<file path="config.mk">
export PLATFORM = sky130hd
export DESIGN_NAME = sev_seg_scan_flat
export DESIGN_NICKNAME = d
export VERILOG_FILES = /design/src/rtl/sev_seg_scan_if.sv /design/src/rtl/sev_seg_scan.sv /design/src/flat_wrapper.sv
export SDC_FILE = /design/constraint.sdc
export NUM_CORES = 1
export LEC_CHECK = 0
export ABC_AREA = 1
export CAP_MARGIN = 0
export CORE_MARGIN = 2
export CORE_UTILIZATION = 29
export DETAILED_ROUTE_END_ITERATION = 8
export PLACE_DENSITY = 0.51
export SLEW_MARGIN = 20
export SYNTH_ARGS = -nofsm -noshare
export SYNTH_HDL_FRONTEND = slang
export SYNTH_SLANG_ARGS = --single-unit
</file>
<file path="constraint.sdc">
create_clock -name clk -period 2.3 [get_ports clk]
set_input_delay 0.69 -clock clk [delete_from_list [all_inputs] [get_ports clk]]
set_output_delay 0.69 -clock clk [all_outputs]
set_load 0.05 [all_outputs]
</file>
<file path="src/rtl/sev_seg_scan_if.sv">
// Display-side bundle between the scanner and the rest of the system.
// The master side drives the load/value/digit_en inputs; the slave (the scanner) drives everything else.
interface sev_seg_scan_if #(
    parameter int NUM_DIGITS = 4
);
    localparam int IDX_W = (NUM_DIGITS > 1) ? $clog2(NUM_DIGITS) : 1;

    logic                    load;
    logic [4*NUM_DIGITS-1:0] value;
    logic [NUM_DIGITS-1:0]   digit_en;
    logic [3:0]              nibble;
    logic [NUM_DIGITS-1:0]   anode;
    logic                    blank;
    logic [IDX_W-1:0]        digit_idx;
    logic                    frame_done;

    modport master (
        output load, value, digit_en,
        input  nibble, anode, blank, digit_idx, frame_done
    );

    modport slave (
        input  load, value, digit_en,
        output nibble, anode, blank, digit_idx, frame_done
    );
endinterface

</file>
<file path="src/rtl/sev_seg_scan.sv">
// Time-multiplexed common-anode seven-segment scanner with frame-aligned double buffering and dead-time.
// All outputs are registered from next-state values, so they describe the current slot cycle with no lag.
module sev_seg_scan #(
    parameter int NUM_DIGITS       = 4,
    parameter int REFRESH_DIV      = 100000,
    parameter int DEAD_CYCLES      = 16,
    parameter int ANODE_ACTIVE_LOW = 1,
    parameter int LZ_BLANK         = 1
) (
    input logic          clk,
    input logic          rst,
    sev_seg_scan_if.slave bus
);
    localparam int IDX_W = (NUM_DIGITS > 1) ? $clog2(NUM_DIGITS) : 1;
    localparam int CNT_W = (REFRESH_DIV > 1) ? $clog2(REFRESH_DIV) : 1;
    localparam int W     = 4 * NUM_DIGITS;

    localparam logic [CNT_W-1:0]      CNT_LAST  = CNT_W'(REFRESH_DIV - 1);
    localparam logic [CNT_W-1:0]      DEAD_END  = CNT_W'(DEAD_CYCLES);
    localparam logic [IDX_W-1:0]      IDX_LAST  = IDX_W'(NUM_DIGITS - 1);
    localparam logic [NUM_DIGITS-1:0] ANODE_OFF = {NUM_DIGITS{ANODE_ACTIVE_LOW != 0}};

    typedef enum logic {
        ST_DEAD,
        ST_ON
    } state_t;

    localparam state_t ST_SLOT_START = (DEAD_CYCLES != 0) ? ST_DEAD : ST_ON;

    state_t          state, state_nx;
    logic [CNT_W-1:0] cnt, cnt_nx;
    logic [IDX_W-1:0] idx, idx_nx;
    logic [W-1:0]     shown, shown_nx, pending;
    logic             pend_vld;
    logic             frame_end;

    logic [NUM_DIGITS-1:0] sel_nx;
    logic [3:0]            nib_nx;
    logic                  upper_zero_nx;
    logic                  lit_nx;

    logic [3:0]            nibble_q;
    logic [NUM_DIGITS-1:0] anode_q;
    logic                  blank_q;
    logic                  frame_done_q;

    always_comb begin
        frame_end = (idx == IDX_LAST) && (cnt == CNT_LAST);

        cnt_nx = cnt + 1'b1;
        idx_nx = idx;
        if (cnt == CNT_LAST) begin
            cnt_nx = '0;
            idx_nx = (idx == IDX_LAST) ? '0 : idx + 1'b1;
        end

        // A load on the frame's last cycle bypasses pending and goes straight to shown.
        shown_nx = shown;
        if (frame_end) begin
            if (bus.load)
                shown_nx = bus.value;
            else if (pend_vld)
                shown_nx = pending;
        end

        state_nx = state;
        if (cnt_nx == '0)
            state_nx = ST_SLOT_START;
        else if (cnt_nx == DEAD_END)
            state_nx = ST_ON;

        sel_nx        = '0;
        nib_nx        = '0;
        upper_zero_nx = 1'b1;
        for (int i = 0; i < NUM_DIGITS; i++) begin
            sel_nx[i] = (idx_nx == IDX_W'(i));
            if (sel_nx[i])
                nib_nx = shown_nx[4*i +: 4];
            if ((IDX_W'(i) >= idx_nx) && (shown_nx[4*i +: 4] != 4'h0))
                upper_zero_nx = 1'b0;
        end

        lit_nx = (state_nx == ST_ON)
              && (|(sel_nx & bus.digit_en))
              && !((LZ_BLANK != 0) && (idx_nx != '0) && upper_zero_nx);
    end

    always_ff @(posedge clk or posedge rst) begin
        if (rst) begin
            state        <= ST_SLOT_START;
            cnt          <= '0;
            idx          <= '0;
            shown        <= '0;
            pending      <= '0;
            pend_vld     <= 1'b0;
            nibble_q     <= '0;
            anode_q      <= ANODE_OFF;
            blank_q      <= 1'b1;
            frame_done_q <= 1'b0;
        end else begin
            state <= state_nx;
            cnt   <= cnt_nx;
            idx   <= idx_nx;
            shown <= shown_nx;

            if (frame_end) begin
                pend_vld <= 1'b0;
            end else if (bus.load) begin
                pending  <= bus.value;
                pend_vld <= 1'b1;
            end

            nibble_q     <= nib_nx;
            anode_q      <= lit_nx ? (ANODE_OFF ^ sel_nx) : ANODE_OFF;
            blank_q      <= !lit_nx;
            frame_done_q <= (idx_nx == IDX_LAST) && (cnt_nx == CNT_LAST);
        end
    end

    assign bus.nibble     = nibble_q;
    assign bus.anode      = anode_q;
    assign bus.blank      = blank_q;
    assign bus.digit_idx  = idx;
    assign bus.frame_done = frame_done_q;
endmodule

</file>
<file path="src/flat_wrapper.sv">
// flat-port wrapper written by rule: the top's interface ports become plain ports
module sev_seg_scan_flat 
#(
    parameter int NUM_DIGITS       = 4,
    parameter int REFRESH_DIV      = 100000,
    parameter int DEAD_CYCLES      = 16,
    parameter int ANODE_ACTIVE_LOW = 1,
    parameter int LZ_BLANK         = 1
)
  (clk, rst, bus_load, bus_value, bus_digit_en, bus_nibble, bus_anode, bus_blank, bus_digit_idx, bus_frame_done);
  sev_seg_scan_if #(.NUM_DIGITS(NUM_DIGITS)) bus_i ();
  input logic clk;
  input logic rst;
  input wire logic [$bits(bus_i.load)-1:0] bus_load;
  input wire logic [$bits(bus_i.value)-1:0] bus_value;
  input wire logic [$bits(bus_i.digit_en)-1:0] bus_digit_en;
  output wire logic [$bits(bus_i.nibble)-1:0] bus_nibble;
  output wire logic [$bits(bus_i.anode)-1:0] bus_anode;
  output wire logic [$bits(bus_i.blank)-1:0] bus_blank;
  output wire logic [$bits(bus_i.digit_idx)-1:0] bus_digit_idx;
  output wire logic [$bits(bus_i.frame_done)-1:0] bus_frame_done;
  assign bus_i.load = bus_load;
  assign bus_i.value = bus_value;
  assign bus_i.digit_en = bus_digit_en;
  assign bus_nibble = bus_i.nibble;
  assign bus_anode = bus_i.anode;
  assign bus_blank = bus_i.blank;
  assign bus_digit_idx = bus_i.digit_idx;
  assign bus_frame_done = bus_i.frame_done;
  sev_seg_scan #(.NUM_DIGITS(NUM_DIGITS), .REFRESH_DIV(REFRESH_DIV), .DEAD_CYCLES(DEAD_CYCLES), .ANODE_ACTIVE_LOW(ANODE_ACTIVE_LOW), .LZ_BLANK(LZ_BLANK)) u_core (.clk(clk), .rst(rst), .bus(bus_i));
endmodule
</file>
==> flow_summary.toml <==
[grt]
grt_pass1_wl_um = 14200
grt_util_all_layers_pct = 14.3
grt_pass1_vias = 2821
grt_max_degree = 64
antenna_found_initial = 0
gr-total-overflow = 0

[layout]
fillers = 1157
seq_area_um2 = 1580
stdcell_area_um2 = 4540
antennaDiodeCount = 0
syn_to_final_growth_pct = 32.8
drive_gt1_share_pct = 21.9
multi_input_area_um2 = 1580
final_core_util_pct = 39.6
nNetsFinal = 529

[floorplanning]
dieArea_um2 = 12700
ios = 35
initial_core_util_pct = 29.8
coreArea_um2 = 11500
die_w_um = 113
fp.dieH_um = 113
row_count = 39

[drt]
vias_per_cell = 4.51
firstDrtPassIters = 5
ant_nets = 0
wl_um = 8540
dr.first_iter.drc_count = 193
vias = 2933
wl_per_cell_um = 13.1
drc_errors = 0

[synth]
syn_inst = 433
synthArstFlopShare_pct = 100
synthesis.nets = 458
synth_top_area_share_pct = 42.5
yosysSeqAreaShare_pct = 46.4
synthFlopType = "dfrtp_1"
synth_seq_cells = 63
synthDistinctLibCells = 37
yosysWarnings = 0
ys_top_cells_by_area = "dfrtp_1 43%, nand2_1 14%, inv_1 6.7%"
synth_area_um2 = 3410
syn_avg_cell_area_um2 = 7.89
yosysMostFrequentCell = "nand2_1"
yosysTopAreaCell = "dfrtp_1"
ys_top_cells_by_count = "125 x nand2_1, 61 x inv_1, 58 x dfrtp_1"
synth_enable_flop_cells = 0

[timing]
period_needed_ps = 2160
setup_violations = 0
timing.slew.headroom_pct = 59.9
clock.fmax_mhz = 463
finClkSkew_ps = 7.47
finalCritPeriodShare_pct = 93.9
worst_pin_slew_ps = 601
drv_slew = 0
fin_hold_ws_ps = 487
hold_violations = 0
setup_tns_ps = 0

[clock_network]
numCtsBuffers = 9
cts_tree = "yes"
cts.clk_slew.worst_paths_ps = 50
hold_buffers = 0
cts_root_buf = "clkbuf_16"
insertion_delay_ps = 330
htree_levels = 3
clk_path_buf_depth = 2
cts.sinks = 63

[placed_design]
gp_congestion = 0.858
placed_area_um2 = 4090
numPortBuffers = 34
hpwlAfterDp_um = 6430

[setup_path]
crit_type = "reg -> out"
reg2reg_to = "u_core.bus.anode[0]$_DFF_PP1_"
cp_max_fo = 1
reg2reg_slack_ps = 150
r2r_cells = 13
critPathSlowestCell = "clkdlybuf4s50_1"
endpoint_kind = "primary output"
cp.arrival_ps = 1470
crit_required_ps = 1610
crit_buf_inv = 1
cp_top_family = "buffers and inverters"
r2r-start = "u_core.cnt[0]$_DFF_PP0_"
crit_path_max_incr_delay_ps = 800
crit_start = "u_core.bus.nibble[1]$_DFF_PP0_"
crit_path_start_kind = "register"
crit_chain = "clkdlybuf4s50_1"

[worst_hold_path]
hold_class = "reg -> reg"
min_to = "u_core.pending[10]$_DFFE_PP0P_"
hp-start = "u_core.pending[10]$_DFFE_PP0P_"
hold_depth = 2

[flow_run]
max-cap-violations = 0

[power_and_ir_drop]
leakage_nw = 2.24
irDropWorstVdd_mv = 0.353
powerDensity_nw_per_um2 = 593

[outcome]
outcome = "finished, final reports clean"
## metal layers
layer / share of wire [%] / track usage [%] / vias to the layer above
met5: 0 / 0 / -
met4: 1.9 / 5.53 / 0
met3: 4.8 / 3.62 / 13
met2: 42 / 20.0 / 56
met1: 52 / 21.2 / 1342
li1: - / - / 1522
## cell type report
class / instances / share of cell area [%]
Tap cell: 143 / 3.94
Clock inverter: 3 / 0.938
Inverter: 68 / 5.63
Timing Repair Buffer: 68 / 14.0
Multi-Input combinational cell: 294 / 34.9
Sequential cell: 63 / 34.9
Clock buffer: 12 / 5.66
## worst max path at each step
stage	end	slack, ps	cells past startpoint
after global placement	u_core.bus.anode[2]$_DFF_PP1_	-110	11
after floorplan	u_core.bus.digit_idx[0]$_DFF_PP0_	50	1
final	bus_nibble[1]	140	1
after CTS	u_core.bus.anode[0]$_DFF_PP1_	90	13
after detailed placement	u_core.bus.anode[0]$_DFF_PP1_	-190	11
after global routing	u_core.bus.anode[0]$_DFF_PP1_	-9	13
## cell families (layout without fill, tap and decap cells)
family                     Yosys count  after routing  share of synthesized area, %
AOI/OAI and AO/OA                   41             41                          7.95
xor gates and xnor gates             5              5                          1.28
adders and majority gates            2              2                         0.733
buffers and inverters               76            151                          8.76
DFF                                 63             63                          46.4
muxes                               11             11                          3.59
and+or+nand+nor                    235            235                          31.3
## per-stage QoR
stage          setup slack (ps)  cells  total power, W
2_1_floorplan              48.5    433         0.00126
3_3_place_gp               -107    627         0.00134
5_1_grt                   -9.02    651         0.00280
3_5_place_dp               -190    627         0.00134
6_report                    140    651         0.00269
4_1_cts                    86.9    642         0.00272
## power breakdown
| part | internal, W | switching (W) | leakage [nW] |
|---|---|---|---|
| Sequential | 0.00114 | 0.0000139 | 0.752 |
| Clock | 0.000889 | 0.000475 | 0.145 |
| Combinational | 0.0000851 | 0.0000838 | 1.34 |
| Total | 0.00211 | 0.000573 | 2.24 |
## registers in the layout (all words and copies together), names as in the netlist
signal / cells
u_core.state: 1
u_core.bus.nibble: 4
u_core.bus.blank: 1
u_core.pending: 16
u_core.pend_vld: 1
u_core.bus.anode: 4
u_core.bus.digit_idx: 2
u_core.bus.frame_done: 1
u_core.cnt: 17
u_core.shown: 16
## worst reg2reg max path, stage by stage (launching register included)
cell     delay [ps]
dfrtp_1         410
ha_4            170
nand2_4          70
nor2_4          200
nand3_4         190
buf_6           190
a21oi_2         150
nand3_1         100
nor2_2          130
nand2_1          70
nand2_1          70
nand2_2          70
nor2_4          150
nand3_1         100
## layout by cell type (no fill, tap or decap), types with 5 or more instances in the layout
master / Yosys / routed
dfrtp_1: 58 / 58
nor2_2: 7 / 10
nand4_1: 10 / 10
clkbuf_16: 0 / 9
inv_2: 5 / 6
dfstp_2: 5 / 5
nand3_1: 31 / 30
nand2_1: 125 / 123
nor2_1: 42 / 39
clkdlybuf4s50_1: 0 / 27
xor2_1: 5 / 5
nand2_2: 5 / 6
mux2_2: 10 / 10
o21ai_0: 19 / 19
buf_4: 0 / 35
inv_1: 61 / 60
## timing repair
item,in CTS,in global routing
buffers inserted,0,9
endpoints found under the setup margin,0,6
resized for setup,0,13
Note: power is estimated with default switching activity, not from simulation.
